File: config.mk
export PLATFORM = sky130hd
export DESIGN_NAME = tx_fifo_scheduler
export DESIGN_NICKNAME = d
export VERILOG_FILES = /design/src/rtl/tx_fifo_scheduler.sv
export SDC_FILE = /design/constraint.sdc
export NUM_CORES = 1
export LEC_CHECK = 0
export ABC_CLOCK_PERIOD_IN_PS = 5600
export BUFFER_PORTS_ARGS = -buffer_cell sky130_fd_sc_hd__buf_2
export CAP_MARGIN = 20
export CORE_ASPECT_RATIO = 1.5
export CORE_MARGIN = 5
export CORE_UTILIZATION = 35
export CTS_CLUSTER_SIZE = 40
export DETAILED_ROUTE_END_ITERATION = 16
export GPL_ROUTABILITY_DRIVEN = 1
export PLACE_DENSITY_LB_ADDON = 0.12
export SLEW_MARGIN = 15
export SYNTH_ARGS = -nofsm -noshare
export SYNTH_HDL_FRONTEND = slang
export SYNTH_SLANG_ARGS = --single-unit
File: constraint.sdc
create_clock -name Clock -period 5.6 [get_ports Clock]
set_clock_uncertainty 0.15 [all_clocks]
set_input_delay 1.12 -clock Clock [delete_from_list [all_inputs] [get_ports Clock]]
set_output_delay 1.12 -clock Clock [all_outputs]
set_load 0.05 [all_outputs]
File: src/rtl/tx_fifo_scheduler.sv
// tx_fifo_scheduler: pops bytes from a FIFO and hands them one at a time to a
// transmitter, waits for completion (with timeout), inserts an idle gap after
// each completed byte, and can drain the FIFO on request.
module tx_fifo_scheduler #(
    parameter int WIDTH          = 8,
    parameter int GAP_CYCLES     = 2,
    parameter int TIMEOUT_CYCLES = 20000,
    parameter int COUNT_WIDTH    = 16
) (
    input  logic                   Clock,
    input  logic                   Reset,
    input  logic                   Enable,
    input  logic                   Flush,
    input  logic                   FifoEmpty,
    input  logic [WIDTH-1:0]       FifoReadData,
    output logic                   FifoRead,
    output logic                   TxStart,
    output logic [WIDTH-1:0]       TxData,
    input  logic                   TxDone,
    output logic                   Busy,
    output logic                   Error,
    output logic [COUNT_WIDTH-1:0] ByteCount
);

    localparam int WAIT_W = (TIMEOUT_CYCLES > 1) ? $clog2(TIMEOUT_CYCLES) : 1;
    localparam int GAP_W  = (GAP_CYCLES > 1) ? $clog2(GAP_CYCLES) : 1;
    localparam logic [WAIT_W-1:0] WAIT_LAST = WAIT_W'(TIMEOUT_CYCLES - 1);
    localparam logic [GAP_W-1:0]  GAP_LAST  = GAP_W'((GAP_CYCLES > 0) ? GAP_CYCLES - 1 : 0);

    typedef enum logic [2:0] {
        IDLE  = 3'd0,
        START = 3'd1,
        WAIT  = 3'd2,
        GAP   = 3'd3,
        FLUSH = 3'd4
    } state_t;

    state_t            state;
    logic [WAIT_W-1:0] wait_cnt;
    logic [GAP_W-1:0]  gap_cnt;

    // Pop strobe: IDLE pops to start a byte or a flush, FLUSH pops until empty.
    always_comb begin
        FifoRead = 1'b0;
        if (!Reset && !FifoEmpty) begin
            case (state)
                IDLE:    FifoRead = Flush | Enable;
                FLUSH:   FifoRead = 1'b1;
                default: FifoRead = 1'b0;
            endcase
        end
    end

    // Status strobes decode the registered state; held low while in reset.
    assign TxStart = !Reset && (state == START);
    assign Busy    = !Reset && (state != IDLE);

    // Scheduler FSM, data capture, byte counter, wait/gap timers, sticky error.
    always_ff @(posedge Clock) begin
        if (Reset) begin
            state     <= IDLE;
            TxData    <= '0;
            ByteCount <= '0;
            Error     <= 1'b0;
            wait_cnt  <= '0;
            gap_cnt   <= '0;
        end else begin
            case (state)
                IDLE: begin
                    if (!FifoEmpty) begin
                        if (Flush) begin
                            state <= FLUSH;
                        end else if (Enable) begin
                            TxData <= FifoReadData;
                            state  <= START;
                        end
                    end
                end
                START: begin
                    wait_cnt <= '0;
                    state    <= WAIT;
                end
                WAIT: begin
                    if (TxDone) begin
                        ByteCount <= ByteCount + COUNT_WIDTH'(1);
                        gap_cnt   <= '0;
                        state     <= (GAP_CYCLES > 0) ? GAP : IDLE;
                    end else if (wait_cnt == WAIT_LAST) begin
                        Error <= 1'b1;
                        state <= IDLE;
                    end else begin
                        wait_cnt <= wait_cnt + WAIT_W'(1);
                    end
                end
                GAP: begin
                    if (gap_cnt == GAP_LAST) begin
                        state <= IDLE;
                    end else begin
                        gap_cnt <= gap_cnt + GAP_W'(1);
                    end
                end
                FLUSH: begin
                    if (FifoEmpty) begin
                        state <= IDLE;
                    end
                end
                default: state <= IDLE;
            endcase
        end
    end

endmodule

==> impl_results.md, run 1 <==
* Status: finished clean
* Critical-path maximum fanout at 41
* CP required at 4.33 ns
* PwrDens at 236 nW/um^2
* GRT Util Overall at 12.8%
* Die span in y at 105 um
* Finished Layout Cells at 352
* F_max at 287 MHz
* H-tree levels at 2
* Via count at 1803
* Routability Congestion at 0.832
* Flop2flop setup slack at 3.21 ns
* #FFs+latches synth at 44
* Iter 0 DRT Violations at 95
* Setup crit start kind: input pin
* Starting Density at 36.1%
* Initial antenna violation count at 0
* Clk_lat worst skew at 0.29 ns
* Crit path max-delay cell type: buf_2
* DRC violations left at 0
* Slew Limit Fails at 0
* Synth top area cells: dfxtp_1 42%, nor2_1 8.0%, mux2i_1 4.8%, xnor2_1 4.2%, xor2_1 3.7%
* CTS Buffer Depth at 2
* # IOs at 42
* DR vias/cell at 5.12
* Period utilization at 62.3%
* Met1 wire length at 1.99 mm
* Synth warnings at 0
* Placement Setup Slack at 2.07 ns
* Cell area after synthesis at 2100 um^2
* Comb pwr share at 8.0%
* Global-route wire length before repair at 8.00 mm
* Post-synth net total at 257
* Core Area at 5830 um^2
* Clock Sinks at 44
* Number of global-route vias before repair at 1763
* Setup-failing EPs final at 0
* Largest net degree at the start of global routing at 42
* Crit Path Class: in -> out
* Post-route ant nets at 0
* Slew margin rel. at 45.3%
* Final Hold Fails at 0
* Worst-path cell chain: buf_2 > nor4_1 > o31a_2 > buf_2
* Final TNS setup at 0 ns
* Die width at 73.3 um
* Async SR Flop Fraction at 0%
* Row cnt at 34
* CP top delay family: buffers and inverters
* CP Buf/Inv Count at 2
* Clk pin slew, worst setup/hold paths at 0.08 ns
* Avg WL per Cell at 13.2 um
* Flop pwr share at 55.9%
* Total Power at 0.000572 W
* Total CTS buffers at 5
* Post-layout util at 41.7%
* Clock Power Share at 36.1%
* Postcts setup bufs at 0
* Worst path arrival time at 2.22 ns
* WL met2 at 2.39 mm
* Die ar. at 7690 um^2
* Hold Path Class: reg -> reg
* GR Overflow Total at 0
* ANT cells at 0
* Final #Nets at 295
* Peak VDD IR at 0.170 mV
* CTS Hold Buffers Added at 0
* Yosys top cell by area: dfxtp_1
* Main flop type after synthesis: dfxtp_1
* Area growth from synthesis to layout at 15.5%
* Cts repair resizes at 0
* Number of synthesized flops with an enable pin at 0
* Share of layout cells above drive strength 1 at 22.5%
* Post-Syn Instances at 241
* Int Pwr at 0.000431 W
* CTS tree: built
* Fin crit period at 3.49 ns
* Setup repair after global routing missed its margin: no
* Top cell type's share of synthesized area at 41.9%
* Drt pass-1 iters at 4
* P_sw at 0.000141 W
* Routed wire length at 4.64 mm
* Placed cell count at 344
* Seq/Total Area, Yosys at 41.9%
* Switching power share of the total at 24.7%
* Cell variety after synth at 50
* Synthesized area per cell at 8.73 um^2
* Top Metal Used: met4
* Post-DP HPWL at 3.35 mm
* CTS Root Cell: clkbuf_8
* Fill cells at 589
* Post-layout worst setup margin at 2.11 ns
* CP most frequent cell: buf_2
* Slew @ Worst Pin at 0.818 ns
* Slowest stage delay, CP at 0.33 ns
* Maximum Capacitance Violations at 0
* Crit end category: output port
* Leak Pwr at 0.940 nW
* Metal3 WL at 188 um
* IO buf count at 41
## layout by cell type (no fill, tap or decap), types with 2 or more instances in the layout
| cell type | n |
|---|---|
| nor2_1 | 45 |
| or4_4 | 2 |
| a21oi_1 | 12 |
| nor3_1 | 12 |
| ha_1 | 2 |
| inv_1 | 7 |
| nand2b_1 | 2 |
| o21ai_0 | 4 |
| nand3_1 | 13 |
| nor4_2 | 2 |
| xor2_1 | 9 |
| nand2_1 | 12 |
| nor2b_1 | 2 |
| buf_2 | 41 |
| clkbuf_8 | 6 |
| a311oi_1 | 3 |
| xnor2_1 | 10 |
| dfxtp_1 | 44 |
| nand4_1 | 6 |
| or3_1 | 5 |
| mux2i_1 | 10 |
| nor4_1 | 4 |
## state kept, by name, summed over array words and instances, names as in the netlist
signal,count
Error,1
TxData,8
gap_cnt,1
state,3
wait_cnt,15
ByteCount,16
## kinds of logic (layout without fill, tap and decap cells)
group                      after synthesis  in the layout  share of synthesized area [%]
muxes                                   11             11                           5.29
adders and majority gates                2              2                           1.19
xor gates and xnor gates                19             19                           7.91
and+or+nand+nor                        119            119                           30.2
AOI/OAI and AO/OA                       28             28                           8.92
buffers and inverters                   18             57                           4.64
DFF                                     44             44                           41.9
## synthesized netlist by cell type, types with 3 or more instances
cell type,count
a311oi_1,3
clkbuf_1,3
nor3_1,12
nor4_1,4
nor2_1,45
xnor2_1,10
dfxtp_1,44
nand4_1,6
nand3_1,13
or3_1,5
nand2_1,12
mux2i_1,10
inv_1,7
o21ai_0,4
xor2_1,9
a21oi_1,12
buf_6,3
## through the flow
| stage | instance area (um^2) | hold WS, ns |
|---|---|---|
| final | 2430 | 0.352 |
| after global routing | 2430 | 0.382 |
| after CTS | 2430 | 0.355 |
| after detailed placement | 2330 | 0.334 |
| after global placement | 2330 | 0.322 |
| after floorplan | 2100 | 0.323 |
## layout make-up
type | instances | area, um^2 | area share, %
clock buffers | 7 | 86.3 | 3.55
clock inverters | 1 | 7.51 | 0.309
inverters | 7 | 26.3 | 1.08
multi-input cells | 179 | 1120 | 46.3
flip-flops and latches | 44 | 881 | 36.3
well taps | 72 | 90.1 | 3.71
repair buffers | 42 | 213 | 8.76
## final timing paths
kind,from,end,depth (start not counted)
max reg2reg,wait_cnt[6],wait_cnt[10],5
max,Reset,FifoRead,4
min reg2reg,ByteCount[9],ByteCount[9],2
min,ByteCount[9],ByteCount[9],2
## routing by layer
layer	track usage, %	up-vias
met5	0	-
met4	4.66	0
met3	2.69	6
met2	23.0	42
met1	14.3	833
li1	-	922
## power by group through the flow
stage	clock, W	combinational (W)	sequential, W
floorplan	0	0.0000297	0.000332
global placement	0	0.0000465	0.000328
detailed placement	0	0.0000465	0.000328
CTS	0.000216	0.0000466	0.000320
global route	0.000228	0.0000502	0.000321
finish	0.000207	0.0000456	0.000320
## worst register-to-register path: stages, from the launching register on
cell and delay (ns):
dfxtp_1 0.37, or4_4 0.54, nor4_2 0.59, buf_4 0.29
o21ai_4 0.09, a311oi_1 0.27
(Power assumes the default switching activity.)
==> run 2: changes to the inputs <==
ABC_CLOCK_PERIOD_IN_PS = 3250   (was 5600)
clock period = 3.25 ns   (was 5.6 ns; I/O delays follow)
==> run 2 against run 1 <==
  * Setup slack lost 1.3 ns
  * Critical path depth decreased by 1
  * Sequential power grew 72%
  * Largest cell class unchanged
  * Worst hold slack got worse by 0.024 ns
  * Core utilization increased by 0.11 points
  * Clock-buffer cell count is the same
  * Highest routed layer unchanged
==> impl_results.md, run 2 (synthesized netlist as in run 1, its figures left out) <==
* Status: finished clean
* Total Power at 0.000973 W
* Post-layout worst setup margin at 0.835 ns
* Post-DP HPWL at 3.43 mm
* Largest register FFs at 16
* Setup crit start kind: register
* DRC violations left at 0
* Initial antenna violation count at 0
* Number of global-route vias before repair at 1808
* Cts repair resizes at 0
* Reg-to-reg critical path endpoint: wait_cnt[6]
* Worst Min Path Start: Error
* Die ar. at 7690 um^2
* Global-route wire length before repair at 8.35 mm
* PwrDens at 400 nW/um^2
* Setup repair after global routing missed its margin: no
* Clk_lat worst skew at 0.30 ns
* Fill cells at 599
* Leak Pwr at 0.949 nW
* ANT cells at 0
* Row cnt at 34
* Critical-path maximum fanout at 13
* GR Overflow Total at 0
* Core Area at 5830 um^2
* Int Pwr at 0.000725 W
* Crit path max-delay cell type: dfxtp_1
* Placement Setup Slack at 0.825 ns
* Crit Path Class: reg -> out
* CTS Root Cell: clkbuf_8
* Peak VDD IR at 0.253 mV
* Iter 0 DRT Violations at 61
* Comb pwr share at 8.2%
* Hold Path Class: reg -> reg
* Slew @ Worst Pin at 0.719 ns
* Worst path arrival time at 1.61 ns
* Worst-path cell chain: nor4_1 > o31a_2 > buf_2
* Most frequent cells in the layout: 45 x nor2_1, 44 x dfxtp_1, 41 x buf_2
* Switching power share of the total at 25.5%
* Slowest stage delay, CP at 0.44 ns
* Flop pwr share at 56.7%
* Avg WL per Cell at 13.3 um
* Reg-to-Reg Start: wait_cnt[5]
* End of the worst hold path: Error
* Fin crit period at 2.41 ns
* Routability Congestion at 0.850
* CTS Hold Buffers Added at 0
* DR vias/cell at 5.05
* Post-route ant nets at 0
* CTS Buffer Depth at 2
* FF-to-FF path depth at 5
* Clock Sinks at 44
* Die span in y at 105 um
* Area growth from synthesis to layout at 15.8%
* Slew margin rel. at 51.7%
* F_max at 414 MHz
* Crit end category: output port
* Share of layout cells above drive strength 1 at 22.7%
* Largest net degree at the start of global routing at 33
* Postcts setup bufs at 0
* Clk pin slew, worst setup/hold paths at 0.08 ns
* Clock Power Share at 35.1%
* Setup-failing EPs final at 0
* Starting Density at 36.1%
* Drt pass-1 iters at 4
* Period utilization at 74.3%
* Largest register by flop count: ByteCount
* CTS tree: built
* Total CTS buffers at 5
* P_sw at 0.000248 W
* Maximum Capacitance Violations at 0
* Final #Nets at 297
* Final TNS setup at 0 ns
* CP required at 2.45 ns
* Worst hold stages at 2
* Final hold slack at 0.328 ns
* Most common cell after layout, fill and taps aside: nor2_1
* # IOs at 42
* Die width at 73.3 um
* GRT Util Overall at 13.5%
* Slew Limit Fails at 0
* Flop2flop setup slack at 0.93 ns
* H-tree levels at 2
* IO buf count at 41
* Biggest regs: ByteCount x16, wait_cnt x15, TxData x8
* Via count at 1789
* Final Hold Fails at 0
* Routed wire length at 4.69 mm
run 2: per-stage QoR:
| step | area [um^2] | util (%) | cells |
|---|---|---|---|
| after floorplan | 2100 | - | 241 |
| after global placement | 2350 | 40.3 | 346 |
| after detailed placement | 2350 | 40.3 | 346 |
| after CTS | 2430 | 41.8 | 354 |
| after global routing | 2430 | 41.8 | 354 |
| final | 2430 | 41.8 | 354 |
run 2: power groups by stage:
stage	Sequential (W)	Combinational, W	Clock, W
global route	0.000553	0.0000888	0.000373
CTS	0.000552	0.0000821	0.000354
detailed placement	0.000564	0.0000817	0
finish	0.000552	0.0000802	0.000341
floorplan	0.000573	0.0000511	0
global placement	0.000564	0.0000814	0
run 2: layer usage:
layer	up-vias	part of all wire (%)	global-route usage [%]
li1	928	-	-
met1	820	44	16.1
met2	36	50	22.6
met3	5	4.0	3.17
met4	0	1.9	5.70
met5	-	0	0
run 2: cell type report:
cell class | count | area, um^2 | share of cell area [%]
Multi-Input combinational cell | 179 | 1120 | 46.2
Inverter | 7 | 26.3 | 1.08
Sequential cell | 44 | 881 | 36.2
Tap cell | 72 | 90.1 | 3.70
Clock inverter | 1 | 8.76 | 0.360
Clock buffer | 7 | 76.3 | 3.13
Timing Repair Buffer | 44 | 228 | 9.35
run 2: how the worst max path moves through the flow:
| stage | to | from | cells after the start |
|---|---|---|---|
| final | FifoRead | state[0] | 3 |
| after global routing | wait_cnt[14] | wait_cnt[0] | 6 |
| after CTS | FifoRead | state[0] | 3 |
| after detailed placement | wait_cnt[9] | TxDone | 5 |
| after global placement | wait_cnt[9] | TxDone | 5 |
| after floorplan | Busy | Reset | 3 |
run 2: worst max-delay path: cells and delay by family (launching register included):
kind,cells,cell delay (ns)
flip-flops,1,0.44
AO/OA/AOI/OAI,1,0.20
buffers and inverters,1,0.25
AND/OR/NAND/NOR,1,0.42
==> run 3: changes to the inputs <==
ABC_CLOCK_PERIOD_IN_PS = 2100   (was 3250)
clock period = 2.1 ns   (was 3.25 ns; I/O delays follow)
==> run 3 against run 2 <==
  * Design area up 8.8%
  * Setup slack got worse by 0.73 ns
  * Non-clock buffer count increased by 20
  * Core utilization up 3.7 points
  * Highest routed layer unchanged
==> impl_results.md, run 3 (synthesized netlist as in run 1, its figures left out) <==
* Status: finished clean
* Final hold slack at 0.208 ns
* Drt pass-1 iters at 4
* Final Hold Fails at 0
* Leak Pwr at 1.07 nW
* Maximum Capacitance Violations at 0
* CP required at 1.53 ns
* Placed cell count at 363
* Setup crit start kind: register
* Area growth from synthesis to layout at 25.9%
* Number of global-route vias before repair at 1835
* Period utilization at 95.1%
* CP Buf/Inv Count at 2
* Worst path arrival time at 1.43 ns
* Slew margin rel. at 67.0%
* Global-route wire length before repair at 8.18 mm
* Finished Layout Cells at 374
* Clk_lat worst skew at 0.29 ns
* Die ar. at 7690 um^2
* Setup-failing EPs final at 0
* Post-route ant nets at 0
* Routability Congestion at 0.790
* # IOs at 42
* F_max at 501 MHz
* Placement-stage cell area at 2490 um^2
* CTS Hold Buffers Added at 0
* Crit Path Class: reg -> out
* Most frequent cells in the layout: 45 x nor2_1, 43 x dfxtp_1, 40 x buf_2
* Core Area at 5830 um^2
* Storage cell area at 882 um^2
* Routed wire length at 4.96 mm
* Largest register by flop count: ByteCount
* Critical-path maximum fanout at 10
* Slew Limit Fails at 0
* Iter 0 DRT Violations at 58
* Crit end category: output port
* Clock Sinks at 44
* CTS Root Cell: clkbuf_8
* Share of layout cells above drive strength 1 at 29.8%
* CP top delay family: simple AND/OR/NAND/NOR gates
* Largest net degree at the start of global routing at 41
* Multi-input logic area at 1160 um^2
* H-tree levels at 2
* Worst-path cell chain: buf_4 > nor2_1 > nand2_2 > nor2_1 > buf_4
* Avg WL per Cell at 13.2 um
* Starting Density at 36.1%
* DRC violations left at 0
* Die width at 73.3 um
* Slowest stage delay, CP at 0.31 ns
* Fill cells at 562
* GRT Util Overall at 13.3%
* Fin crit period at 2.00 ns
* PwrDens at 583 nW/um^2
* IO buf count at 41
* Row cnt at 34
* ANT cells at 0
* Initial antenna violation count at 0
* Hold Path Class: in -> reg
* DR vias/cell at 4.94
* Clk pin slew, worst setup/hold paths at 0.08 ns
* Most common cell after layout, fill and taps aside: nor2_1
* Crit path max-delay cell type: dfxtp_1
* Biggest regs: ByteCount x16, wait_cnt x15, TxData x8
* Peak VDD IR at 0.368 mV
* Slew @ Worst Pin at 0.493 ns
* Via count at 1847
* Total CTS buffers at 5
* Final #Nets at 317
* CTS Buffer Depth at 2
* Post-DP HPWL at 3.49 mm
* Die span in y at 105 um
* GR Overflow Total at 0
* Largest register FFs at 16
* Finished Cell Area at 2650 um^2
* Flop2flop setup slack at 0.12 ns
* CTS tree: built
[run 3: cell count changes in the layout (fill, tap and decap cells not counted)]
cell	previous run	this run
buf_6	0	2
clkinv_2	0	2
nand2_1	12	11
clkbuf_1	2	0
dfxtp_1	44	43
clkbuf_8	5	6
buf_4	3	21
nor4_1	4	2
nor4_4	0	2
buf_12	0	1
clkinv_4	1	0
buf_2	41	40
nand2_2	0	1
dfxtp_2	0	1
[run 3: worst paths after layout]
check	startpoint	endpoint	depth (start not counted)
worst min register to register	Error	Error	2
worst max-delay path	state[1]	TxStart	5
worst max register to register	wait_cnt[0]	wait_cnt[13]	6
worst min-delay path	FifoReadData[6]	TxData[6]	3
[run 3: metrics by stage]
step	setup WS, ns	total power, W	utilization, %	TNS [ns]
final	0.103	0.00154	45.4	0
after global routing	-0.0236	0.00163	45.4	-0.0236
after CTS	0.0133	0.00158	44.5	0
after detailed placement	0.0294	0.00102	42.7	0
after global placement	-0.0156	0.00101	42.7	-0.0156
after floorplan	0.0426	0.000966	-	0
[run 3: report_power, final]
group / internal (W) / switching [W]
registers: 0.000843 / 0.00000538
clock network: 0.000263 / 0.000281
logic: 0.0000575 / 0.0000950
[run 3: tightest hold or removal path, cell delays in order]
cell and delay, ns:
buf_2 0.07, mux2i_1 0.05, nor2_1 0.07
[run 3: per-layer routing]
metal	vias up	wire [um]	GRT usage, %
met4	0	144	5.31
li1	956	-	-
met2	44	2510	23.5
met1	836	2070	14.7
met3	11	226	3.27
met5	-	0	0
[run 3: repair_timing]
action                     4_1_cts  5_1_grt
setup endpoints to repair        1        5
buffers inserted                 0        2
pin swaps                        0        2
cloned                           0        1
resized for setup                2       10
[run 3: cell type report]
| cell class | instances | share of cell area [%] |
|---|---|---|
| Clock buffer | 6 | 3.12 |
| Clock inverter | 2 | 0.378 |
| Inverter | 7 | 0.992 |
| Sequential cell | 44 | 33.3 |
| Tap cell | 72 | 3.40 |
| Timing Repair Buffer | 64 | 15.1 |
| Multi-Input combinational cell | 179 | 43.7 |
